===== config.mk =====
export PLATFORM = sky130hd
export DESIGN_NAME = dmem_arbiter
export DESIGN_NICKNAME = d
export VERILOG_FILES = /design/src/rtl/dmem_arbiter_pkg.sv /design/src/rtl/sat_counter.sv /design/src/rtl/dmem_arbiter.sv
export SDC_FILE = /design/constraint.sdc
export NUM_CORES = 1
export LEC_CHECK = 0
export CAP_MARGIN = 25
export CORE_MARGIN = 4
export CORE_UTILIZATION = 22
export DETAILED_ROUTE_END_ITERATION = 10
export GPL_ROUTABILITY_DRIVEN = 0
export PLACE_DENSITY_LB_ADDON = 0.2
export SLEW_MARGIN = 0
export SYNTH_ARGS = -nofsm -noshare
export SYNTH_HDL_FRONTEND = slang
export SYNTH_SLANG_ARGS = --single-unit

===== constraint.sdc =====
create_clock -name clk -period 2.15 [get_ports clk]
set_clock_uncertainty 0.1 [all_clocks]
set_input_delay 0.3225 -clock clk [delete_from_list [all_inputs] [get_ports clk]]
set_output_delay 0.3225 -clock clk [all_outputs]
set_load 0.01 [all_outputs]

===== src/rtl/dmem_arbiter_pkg.sv =====
// -----------------------------------------------------------------------------
// dmem_arbiter_pkg
// Shared definitions for the data-memory arbiter: default bus widths, the
// starvation counter width and the encoding of the registered read-owner tag.
// -----------------------------------------------------------------------------
package dmem_arbiter_pkg;

   localparam int unsigned DEF_ADDR_W = 12;
   localparam int unsigned DEF_DATA_W = 32;
   localparam int unsigned STARVE_W   = 8;

   // Which requester owns the read data returning from RAM next cycle.
   typedef enum logic [1:0] {
      OWN_NONE   = 2'd0,
      OWN_CPU_RD = 2'd1,
      OWN_VGA_RD = 2'd2
   } owner_e;

endpackage


===== src/rtl/sat_counter.sv =====
// -----------------------------------------------------------------------------
// sat_counter
// Counter that increments up to LIMIT and holds there; clear has priority.
// Ports:
//   clk, rst      clock, async active-high reset
//   inc_i         count up this cycle (ignored once at LIMIT)
//   clr_i         synchronous clear to zero
//   cnt_o         current count
// -----------------------------------------------------------------------------
module sat_counter
   import dmem_arbiter_pkg::*;
#(
   parameter int unsigned WIDTH = STARVE_W,
   parameter int unsigned LIMIT = 8
) (
   input  logic             clk,
   input  logic             rst,
   input  logic             inc_i,
   input  logic             clr_i,
   output logic [WIDTH-1:0] cnt_o
);

   logic [WIDTH-1:0] cnt_q;
   logic [WIDTH-1:0] cnt_d;

   // Next count: clear wins, otherwise step up unless saturated.
   always_comb begin
      cnt_d = cnt_q;
      if (clr_i) begin
         cnt_d = '0;
      end else if (inc_i && (cnt_q != WIDTH'(LIMIT))) begin
         cnt_d = cnt_q + WIDTH'(1);
      end
   end

   always_ff @(posedge clk or posedge rst) begin
      if (rst) begin
         cnt_q <= '0;
      end else begin
         cnt_q <= cnt_d;
      end
   end

   assign cnt_o = cnt_q;

endmodule


===== src/rtl/dmem_arbiter.sv =====
// -----------------------------------------------------------------------------
// dmem_arbiter
// Shares one single-port RAM between a CPU (read/write, stalls when denied)
// and a VGA reader (holds its request until granted). The CPU normally wins;
// after STARVE_LIMIT consecutive denied VGA cycles the VGA port is forced a
// grant for one cycle. Read data returns one cycle after the grant and is
// qualified by a per-requester rvalid decoded from a registered owner tag.
// Ports:
//   clk, rst                         clock, async active-high reset
//   cpu_req/wEn/addr/dataIn          CPU access request
//   cpu_stall                        CPU access not serviced this cycle
//   cpu_rvalid, cpu_dataOut          CPU read return
//   vga_req/addr, vga_gnt            VGA read request and acceptance
//   vga_rvalid, vga_dataOut          VGA read return
//   ram_wEn/addr/dataIn, ram_dataOut RAM port (read data one cycle late)
// -----------------------------------------------------------------------------
module dmem_arbiter
   import dmem_arbiter_pkg::*;
#(
   parameter int unsigned ADDR_W       = DEF_ADDR_W,
   parameter int unsigned DATA_W       = DEF_DATA_W,
   parameter int unsigned STARVE_LIMIT = 8
) (
   input  logic              clk,
   input  logic              rst,
   // CPU port
   input  logic              cpu_req,
   input  logic              cpu_wEn,
   input  logic [ADDR_W-1:0] cpu_addr,
   input  logic [DATA_W-1:0] cpu_dataIn,
   output logic              cpu_stall,
   output logic              cpu_rvalid,
   output logic [DATA_W-1:0] cpu_dataOut,
   // VGA port
   input  logic              vga_req,
   input  logic [ADDR_W-1:0] vga_addr,
   output logic              vga_gnt,
   output logic              vga_rvalid,
   output logic [DATA_W-1:0] vga_dataOut,
   // RAM port
   output logic              ram_wEn,
   output logic [ADDR_W-1:0] ram_addr,
   output logic [DATA_W-1:0] ram_dataIn,
   input  logic [DATA_W-1:0] ram_dataOut
);

   logic [STARVE_W-1:0] starve_cnt;
   logic                vga_force;
   logic                cpu_gnt;
   logic                starve_inc;
   owner_e              owner_q;
   owner_e              owner_d;

   // Consecutive denied VGA cycles; any grant or idle VGA cycle restarts it.
   assign starve_inc = vga_req && !vga_gnt;

   sat_counter #(
      .WIDTH (STARVE_W),
      .LIMIT (STARVE_LIMIT)
   ) u_starve (
      .clk   (clk),
      .rst   (rst),
      .inc_i (starve_inc),
      .clr_i (!starve_inc),
      .cnt_o (starve_cnt)
   );

   // Grant decision; everything is held off while reset is asserted.
   always_comb begin
      vga_force = !rst && vga_req && (starve_cnt == STARVE_W'(STARVE_LIMIT));
      cpu_gnt   = !rst && cpu_req && !vga_force;
      vga_gnt   = !rst && vga_req && (vga_force || !cpu_req);
      cpu_stall = vga_force && cpu_req;
   end

   // RAM port mux: idle cycles park the address at zero with writes off.
   always_comb begin
      ram_wEn    = 1'b0;
      ram_addr   = '0;
      ram_dataIn = '0;
      if (cpu_gnt) begin
         ram_wEn    = cpu_wEn;
         ram_addr   = cpu_addr;
         ram_dataIn = cpu_dataIn;
      end else if (vga_gnt) begin
         ram_addr   = vga_addr;
      end
   end

   // Owner of the read data arriving next cycle; writes return nothing.
   always_comb begin
      owner_d = OWN_NONE;
      if (cpu_gnt && !cpu_wEn) begin
         owner_d = OWN_CPU_RD;
      end else if (vga_gnt) begin
         owner_d = OWN_VGA_RD;
      end
   end

   // Reset discards any read in flight.
   always_ff @(posedge clk or posedge rst) begin
      if (rst) begin
         owner_q <= OWN_NONE;
      end else begin
         owner_q <= owner_d;
      end
   end

   assign cpu_rvalid  = (owner_q == OWN_CPU_RD);
   assign vga_rvalid  = (owner_q == OWN_VGA_RD);
   assign cpu_dataOut = ram_dataOut;
   assign vga_dataOut = ram_dataOut;

endmodule


---- Word-level counts from Yosys, hierarchy flattened ----
Index checks and enable logic that the tools add are counted.
cells by class
  add/subtract/negate cells ............... 1
  $mul .................................... 0
  div/mod/pow operators ................... 0
  magnitude comparators ................... 0
  equality and inequality tests ........... 5
  shift operators ......................... 0
  multiplexer cells ....................... 8
  bitwise logic cells ..................... 0
  reduce and logical (&&, ||, !) cells .... 15
operator list
  cell                                                                      count
  32-bit two-way mux                                                        1
  12-bit two-way mux                                                        2
  8-bit two-way mux                                                         2
  1-bit logical AND                                                         9
  8-bit by 1-bit adder with 8-bit output (second input constant)            1
  8-bit by 4-bit == test with 1-bit output (second input constant)          1
  8-bit by 4-bit inequality test with 1-bit output (second input constant)  1
  1-bit zero test                                                           5
  2-bit two-way mux                                                         2
  2-bit by 1-bit == test with 1-bit output (second input constant)          1
  2-bit == test (second input constant)                                     1
  2-bit inequality test (second input constant)                             1
  1-bit logical OR                                                          1
  1-bit two-way mux                                                         1
word-level totals
  register bits ........................... 10
  bits in latches ......................... 0
  bits in writable memories ............... 0
  ROM bits ................................ 0
  bits of input ports ..................... 93
  output and inout port bits .............. 113
  logic and storage cells ................. 31
  memories kept ........................... 0

---- Logic depth before layout (Yosys ltp) ----
Gate-level depths: netlist of the first run.
  depth after elaboration ................. 10
  mapped depth ............................ 8
  depth with buffers taken out ............ 5

---- Hierarchy ----
A second synthesis of the first run with hierarchy kept.
second synthesis, totals
  cell total of the unflattened synthesis .. 194
  area total of the unflattened synthesis .. 1501.4 um^2
modules (own cells, without submodules)
  module        times used  cells an instance  area each (um^2)  sequential area each (um^2)
  dmem_arbiter  1           147                1058.5            50.0
  sat_counter   1           47                 442.9             200.2

---- Least setup slack after synthesis of the first run ----
No wires, ideal clock.
  path type ............................... register to output
  start point ............................. reg u_starve.cnt_q[0], in the netlist u_starve.cnt_o[0]
  end point ............................... out ram_addr[10]
  arrival ................................. 1.990 ns
  data required time ...................... 1.727 ns
  path slack .............................. -0.263 ns
  cell stages (with the launch flop) ...... 9
  buffers on the path ..................... 3
  path through ............................ dfrtp_1 -> inv_1 -> ha_1 -> or4b_1 -> buf_2 -> o311a_1 -> buf_6 -> buf_6 -> a32o_1
on the way
  longest elaborated chain between the ends .. 6
RTL lines
  element                                       RTL line            text
  start: declaration                            sat_counter.sv:23   logic [WIDTH-1:0] cnt_q;
  start signal: assignment                      sat_counter.sv:40   cnt_q <= cnt_d;
  8-bit by 4-bit == test with 1-bit output (*)  dmem_arbiter.sv:70  vga_force = !rst && vga_req && (starve_cnt == STARVE_W'(STARVE_LIMIT));
  1-bit logical AND (*)                         dmem_arbiter.sv:70
  1-bit logical OR                              dmem_arbiter.sv:72  vga_gnt = !rst && vga_req && (vga_force || !cpu_req);
  1-bit logical AND                             dmem_arbiter.sv:72
  12-bit two-way mux                            dmem_arbiter.sv:85  end else if (vga_gnt) begin
  12-bit two-way mux (*)                        dmem_arbiter.sv:81  if (cpu_gnt) begin
  end: declaration                              dmem_arbiter.sv:42  output logic [ADDR_W-1:0] ram_addr,
Every way passes the cells marked *; elsewhere a longest branch is shown, timed or not.

---- Worst setup path after layout of the first run ----
  start point ............................. reg u_starve.cnt_q[0], in the netlist u_starve.cnt_o[0]
  end point ............................... out ram_addr[1]
Same word-level chain as after synthesis.

==> summary.md, run 1 <==
| Metric | Value |
|---|---|
| DRT iter0 DRCs | `25` |
| Hold_ws | `roughly 380 ps` |
| Post-Syn Area | `1436 sq um` |
| Antenna Diode Count | `0` |
| Mux cell area share after synthesis | `0%` |
| Worst hold path class | `in -> async` |
| Synth Area in Simple Gates | `around 24%` |
| Adder-Cell Fraction of Synth Area | `between 1.5 and 2%` |
| Filler cells | `just over 600` |
| Largest net degree at the start of global routing | `18` |
| Clock sinks | `10` |
| Most frequent cells in the layout | `clkdlybuf4s50_1, buf_6, and2_4` |
| GRT Util Overall | `between 10% and 20%` |
| Post-Syn Instances | `around 180` |
| XOR/XNOR Fraction of Synth Area | `roughly 1.2%` |
| # DRC | `0` |
| Final Hold Viols | `0` |
| Final Max Slew Viols | `0` |
| Die W | `between 80 and 90 microns` |
| WP data arrival | `roughly 2200 ps` |
| Max_slew headroom | `between 80 and 90%` |
| Worst-Skew Late Latency | `around 240 ps` |
| Initial core utilization | `a little under a quarter` |
| Vias | `roughly 1,400` |
| Status | `finished with violations` |
| Port-buffer cells | `109` |
| First-pass GRT wire length | `slightly above 7 mm` |
| Pleak | `1.229 nW` |
| Final worst setup slack | `-516.6 ps` |
| Complex-gate fraction of the synthesized area | `between 10% and 20%` |
| Vias per Instance | `between 4 and 5` |
| Vias in the first global route | `between 1,000 and 1,500` |
| Crit-path max FO | `6` |
| Peak supply drop | `approximately 0.00018 V` |
| Ys Warns | `0` |
| Die footprint | `approximately 8000 sq um` |
| # H-tree levels | `1` |
| Final setup vio count | `47` |
| Cts bufs inserted | `3` |
| FMAX | `between 0.3 and 0.4 GHz` |
| Antenna Nets Post-Route | `0` |
| Drt wl/cell | `between 15 and 20 microns` |
| Power Density | `320.5 nW/um^2` |
| Syn nets | `around 270` |
| Initial antenna violation count | `0` |
| RSZ-0062 raised after global routing | `yes` |
| Floorplan Core Area | `approximately 6300 sq um` |
| Violated checks | `setup timing` |
| Worst slew pin tran | `260.5 ps` |
| Final period util | `124.0%` |
| Cell variety after synth | `28` |
| Global route overflow | `0` |
| Seq/Total Area, Yosys | `around 17%` |
| Fin nets | `around 350` |
| Clk buf depth | `2` |
| Layout overhead on the synthesized area | `85.45%` |
| Rows | `29` |
| CTS clk-pin slew, worst paths | `roughly 50 ps` |
| Largest family of logic cells by synthesized area | `buffers and inverters` |
| Yosys reg bits | `10` |
| DRT Pass-1 Iters | `4` |
| Syn_area_per_cell | `roughly 8 sq um` |
| Total wire length | `5.333 mm` |
| CTS tree | `yes` |
| Maxcap violations | `0` |
| Worst Path Required | `around 1700 ps` |
| Root buffer cell | `clkbuf_8` |
| Commonest non-fill, non-tap cell in the layout | `clkdlybuf4s50_1` |
| Hold Buf Count CTS | `0` |
| Detailed placement HPWL | `a little under 4 mm` |
| Fraction of layout cells with a size suffix above 1 | `around 55%` |
| Worst setup SP type | `flip-flop` |
| Chip Height | `88.80 microns` |
| Setup Crit Path Kind | `reg -> out` |
| TNS Setup | `-21,100 ps` |
| CP endpoint kind | `output port` |
| Post-place setup slack | `-601.5 ps` |
| Ports | `a little over 200` |
| Fin crit period | `2667 ps` |
[flip-flops by register name, summed over array words and instances, names as in the netlist]
| signal | cells |
|---|---|
| owner_q | 2 |
| u_starve.cnt_o | 8 |
[where the power goes]
group          internal, mW  total, mW  leakage (nW)  switching (mW)
Clock                 0.161      0.239        0.0288          0.0779
Combinational         0.278      0.418          1.06           0.140
Sequential            0.193      0.196         0.137         0.00272
Total                 0.633      0.854          1.23           0.221
[repair_timing]
action / in CTS / in global routing
cloned: 4 / 2
resized for setup: 230 / 12
pin swaps: 2 / 18
setup buffers: 2 / 2
endpoints found under the setup margin: 47 / 49
[path summary, 6_finish.rpt]
path / start / endpoint / slack (ps) / cells after the start
min reg2reg: u_starve.cnt_o[6]$_DFFE_PP0P_ / u_starve.cnt_o[6]$_DFFE_PP0P_ / 550 / 3
max: u_starve.cnt_o[0]$_DFFE_PP0P_ / ram_addr[1] / -520 / 8
min in group clk: ram_dataOut[9] / cpu_dataOut[9] / 550 / 0
max in group asynchronous: rst / u_starve.cnt_o[0]$_DFFE_PP0P_ / 1380 / 3
max reg2reg: u_starve.cnt_o[0]$_DFFE_PP0P_ / owner_q[0]$_DFF_PP0_ / 10 / 8
min: rst / u_starve.cnt_o[6]$_DFFE_PP0P_ / 380 / 3
[synthesized netlist by cell type]
| cell | n | share of area (%) |
|---|---|---|
| a32o_1 | 12 | 8.4 |
| or3_1 | 4 | 1.7 |
| nor3_1 | 2 | 0.70 |
| nand4_1 | 1 | 0.44 |
| dfrtp_1 | 10 | 17 |
| a2111oi_0 | 1 | 0.61 |
| o21a_1 | 1 | 0.52 |
| inv_1 | 3 | 0.78 |
| or3b_2 | 1 | 0.61 |
| clkinv_1 | 1 | 0.26 |
| ha_1 | 2 | 1.7 |
| clkbuf_1 | 2 | 0.52 |
| o311a_1 | 1 | 0.70 |
| o21ai_0 | 6 | 2.1 |
| nand2b_1 | 1 | 0.44 |
| or4b_1 | 1 | 0.70 |
| a221oi_1 | 4 | 2.4 |
| buf_6 | 2 | 1.6 |
| nand3_1 | 4 | 1.4 |
| buf_2 | 6 | 2.1 |
| buf_4 | 64 | 33 |
| a21oi_1 | 1 | 0.35 |
| nor2b_1 | 5 | 2.2 |
| nand2_1 | 3 | 0.78 |
| o221ai_1 | 1 | 0.61 |
| and2_1 | 35 | 15 |
| a211oi_1 | 2 | 1.0 |
| xor2_1 | 2 | 1.2 |
[critical path, stage by stage (launching register included)]
cell     delay, ps
dfrtp_1        380
inv_2           70
ha_4           110
or4b_4         460
o311a_4        350
buf_12         160
buf_16         130
a32o_2         220
buf_6          120
[final cells by class]
type | count | area [sq um] | share of cell area, %
Timing Repair Buffer | 141 | 1468 | 55.10
Multi-Input combinational cell | 90 | 779.5 | 29.26
Sequential cell | 10 | 250.2 | 9.394
Tap cell | 77 | 96.34 | 3.617
Clock buffer | 4 | 55.05 | 2.067
Inverter | 4 | 15.01 | 0.5636
[cell families (layout without fill, tap and decap cells)]
kind of cell,Yosys count,in the layout
and+or+nand+nor,57,57
DFF,10,10
buffers and inverters,78,149
AOI/OAI and AO/OA,29,29
xor gates and xnor gates,2,2
adders and majority gates,2,2
[per-layer routing]
metal	vias to the layer above	wire [microns]	track usage (%)
li1	688	-	-
met1	648	1885	12.80
met2	89	2668	19.77
met3	16	655	5.680
met4	0	124	5.220
met5	-	0	0
[stage by stage]
stage	cell area [sq um]	total power, mW	instances	utilization, %
2_1_floorplan	1533	0.4514	178	-
5_1_grt	2664	0.9044	326	41.95
3_3_place_gp	2359	0.5560	313	37.14
3_5_place_dp	2359	0.5556	313	37.14
6_report	2664	0.8538	326	41.95
4_1_cts	2570	0.8477	323	40.47
(Power assumes the default switching activity.)
==> inputs of run 2 (changes only) <==
- CORE_MARGIN: 4 -> 3
- CORE_UTILIZATION: 22 -> 23
- PLACE_DENSITY: default -> 0.84
- PLACE_DENSITY_LB_ADDON: 0.2 -> default
- SYNTH_HIERARCHICAL: default -> 1
==> summary.md, run 2 <==
| Metric | Value |
|---|---|
| Final period util | `109.8% (-14 points)` |
| Final setup vio count | `51 (+8.5%)` |
| # DRC | `0 (unchanged)` |
| Share of async-settable or async-resettable flops after synthesis | `100.0% (unchanged)` |
| Ys flop type | `dfrtp_1` |
| Critical R2R Launch | `u_starve/cnt_o[5]$_DFFE_PP0P_` |
| Worst hold path class | `in -> async` |
| Total wire length | `5.786 mm (+8.5%)` |
| Cell variety after synth | `32 (+14%)` |
| Max reg flops | `8 (unchanged)` |
| Chip Height | `86.80 microns (-2.3%)` |
| Cts bufs inserted | `3 (unchanged)` |
| Pleak | `1.215 nW (-1.1%)` |
| Vias per Instance | `4.650 (+5.2%)` |
| Initial core utilization | `24.49% (+1.9 points)` |
| Largest net degree at the start of global routing | `18 (unchanged)` |
| Peak supply drop | `0.0002384 V (+29%)` |
| Final worst setup slack | `-211.0 ps (+305.7 ps)` |
| Fin crit period | `2361 ps (-305.7 ps)` |
| DRT Pass-1 Iters | `4 (unchanged)` |
| DRT iter0 DRCs | `88 (+250%)` |
| WP data arrival | `1940 ps (-300 ps)` |
| Rows | `28 (-3.4%)` |
| CP endpoint kind | `output port` |
| GRT Util Overall | `13.80% (+1.9 points)` |
| Yosys reg bits | `10 (unchanged)` |
| Detailed placement HPWL | `4.073 mm (+3.0%)` |
| Initial antenna violation count | `0 (unchanged)` |
| R2R Setup Slk | `-100 ps (-110 ps)` |
| Setup Crit Path Kind | `reg -> out` |
| Power Density | `289.9 nW/um^2 (-9.6%)` |
| Drt wl/cell | `16.58 microns (+1.3%)` |
| Crit-path max FO | `5 (-1)` |
| Layout overhead on the synthesized area | `73.00%` |
| Die W | `86.80 microns (-2.3%)` |
| Most frequent cell after synthesis | `buf_4` |
| FMAX | `0.4236 GHz (+13%)` |
| RSZ-0062 raised after global routing | `yes` |
| Reg area | `250.2 sq um (unchanged)` |
| Util after Layout | `42.37% (+0.42 points)` |
| Worst setup SP type | `flip-flop` |
| Inst Count DP | `330 (+5.4%)` |
| Clk buf depth | `2 (unchanged)` |
| Clock sinks | `10 (unchanged)` |
| EDFF count, synth | `0 (unchanged)` |
| Maxcap violations | `0 (unchanged)` |
| Global route overflow | `0 (unchanged)` |
| CTS clk-pin slew, worst paths | `50 ps (about the same)` |
| Violated checks | `setup timing` |
| Floorplan Core Area | `6131 sq um (-3.4%)` |
| Syn nets | `289 (+5.9%)` |
| Filler cells | `600 (-3.4%)` |
| Worst Path Required | `1730 ps (about the same)` |
| Fraction of layout cells with a size suffix above 1 | `43.80% (-11 points)` |
| Antenna Diode Count | `0 (unchanged)` |
| Commonest non-fill, non-tap cell in the layout | `clkdlybuf4s50_1` |
| Ys Warns | `6 (+6)` |
| Synth top cells by count | `buf_4, and2_1, nor2_1, a32oi_1, dfrtp_1` |
| Vias in the first global route | `1,690 (+24%)` |
| Die footprint | `7533 sq um (-4.5%)` |
| Syn_area_per_cell | `7.739 sq um (-4.1%)` |
| Status | `finished with violations` |
| Post-Syn Area | `1501 sq um (+4.5%)` |
| Area contributors post-synth | `buf_4, dfrtp_1, and2_1` |
| Final Max Slew Viols | `0 (unchanged)` |
| Seq/Total Area, Yosys | `16.67% (-0.75 points)` |
| FF-to-FF path depth | `11 (+3)` |
| Non-filler instance count after layout | `349 (+7.1%)` |
| CTS tree | `yes` |
| Reg-to-reg endpoint | `u_starve/cnt_o[0]$_DFFE_PP0P_` |
| Post-Syn Instances | `194 (+9.0%)` |
| Worst-Skew Late Latency | `240 ps (about the same)` |
| Root buffer cell | `clkbuf_8` |
| Fin nets | `371 (+7.5%)` |
| Vias | `1,623 (+13%)` |
| Max_slew headroom | `62.14% (-20 points)` |
| Yosys top cell by area | `buf_4` |
| Ports | `206 (unchanged)` |
| Most frequent cells in the layout | `clkdlybuf4s50_1, buf_2, and2_1` |
| # H-tree levels | `1 (unchanged)` |
| First-pass GRT wire length | `8.224 mm (+16%)` |
| Final Hold Viols | `0 (unchanged)` |
| Hold Buf Count CTS | `0 (unchanged)` |
| Multi-input logic area | `843.3 sq um (+8.2%)` |
| Worst slew pin tran | `563.6 ps (+303.0 ps)` |
| Port-buffer cells | `109 (unchanged)` |
| Antenna Nets Post-Route | `0 (unchanged)` |
| Top cell type's share of synthesized area | `32.00% (-1.4 points)` |
run 2: worst max-delay path by stage:
stage | to | depth (start not counted) | startpoint
6_report | ram_addr[2] | 9 | u_starve/cnt_o[5]$_DFFE_PP0P_
5_1_grt | ram_addr[2] | 9 | u_starve/cnt_o[5]$_DFFE_PP0P_
4_1_cts | ram_addr[5] | 9 | u_starve/cnt_o[6]$_DFFE_PP0P_
3_5_place_dp | ram_addr[10] | 7 | cpu_req
3_3_place_gp | ram_dataIn[6] | 6 | vga_req
2_1_floorplan | u_starve/cnt_o[7]$_DFFE_PP0P_ | 7 | u_starve/cnt_o[3]$_DFFE_PP0P_
run 2: critical path, cell delays in order, from the launching register on:
cell     delay, ps
dfrtp_1        410
nor4_4         320
buf_4          180
buf_6          100
a31oi_4        110
buf_6          150
buf_6          110
a32oi_2        130
nor2_1          60
buf_2          140
run 2: power by group:
part           switching, mW  leakage [nW]  internal (mW)
logic                  0.140          1.06          0.216
clock network         0.0785        0.0216          0.123
registers            0.00302         0.138          0.192
run 2: area by class of cell:
class	count	area share, %
multi-input cells	102	32.47
repair buffers	149	51.11
inverters	10	1.590
well taps	75	3.613
clock buffers	3	1.590
flip-flops and latches	10	9.634
run 2: repair_timing:
action	CTS	global route
gates resized for setup	226	21
buffers inserted	11	2
pin swaps	11	12
endpoints found under the setup margin	55	55
gates cloned	3	1
run 2: cell families after synthesis:
logic type      synth area share, %
mux                           1.417
buf+inv                       36.75
simple gates                  29.00
compound gates                13.33
flops                         16.67
fa+ha+maj                     1.666
xor+xnor                      1.167
run 2: metal layers:
layer / global-route usage (%) / wire length [microns] / share of wire [%] / up-vias
li1: - / - / - / 739
met1: 15.07 / 1975 / 34 / 754
met2: 25.81 / 3209 / 55 / 118
met3: 3.232 / 512 / 8.8 / 12
met4: 4.533 / 89 / 1.5 / 0
met5: 0 / 0 / 0 / -
run 2: stage by stage:
stage	total power, mW	worst slack, ps	setup TNS (ps)	cell area [sq um]	hold WS (ps)
2_1_floorplan	0.4173	139.3	0	1501	38.16
3_3_place_gp	0.5182	-364.7	-17120	2366	544.0
3_5_place_dp	0.5231	-381.2	-17960	2366	545.1
4_1_cts	0.7342	-184.8	-6254	2485	243.4
5_1_grt	0.7892	-283.1	-11010	2597	284.8
6_report	0.7529	-211.0	-7922	2597	276.7
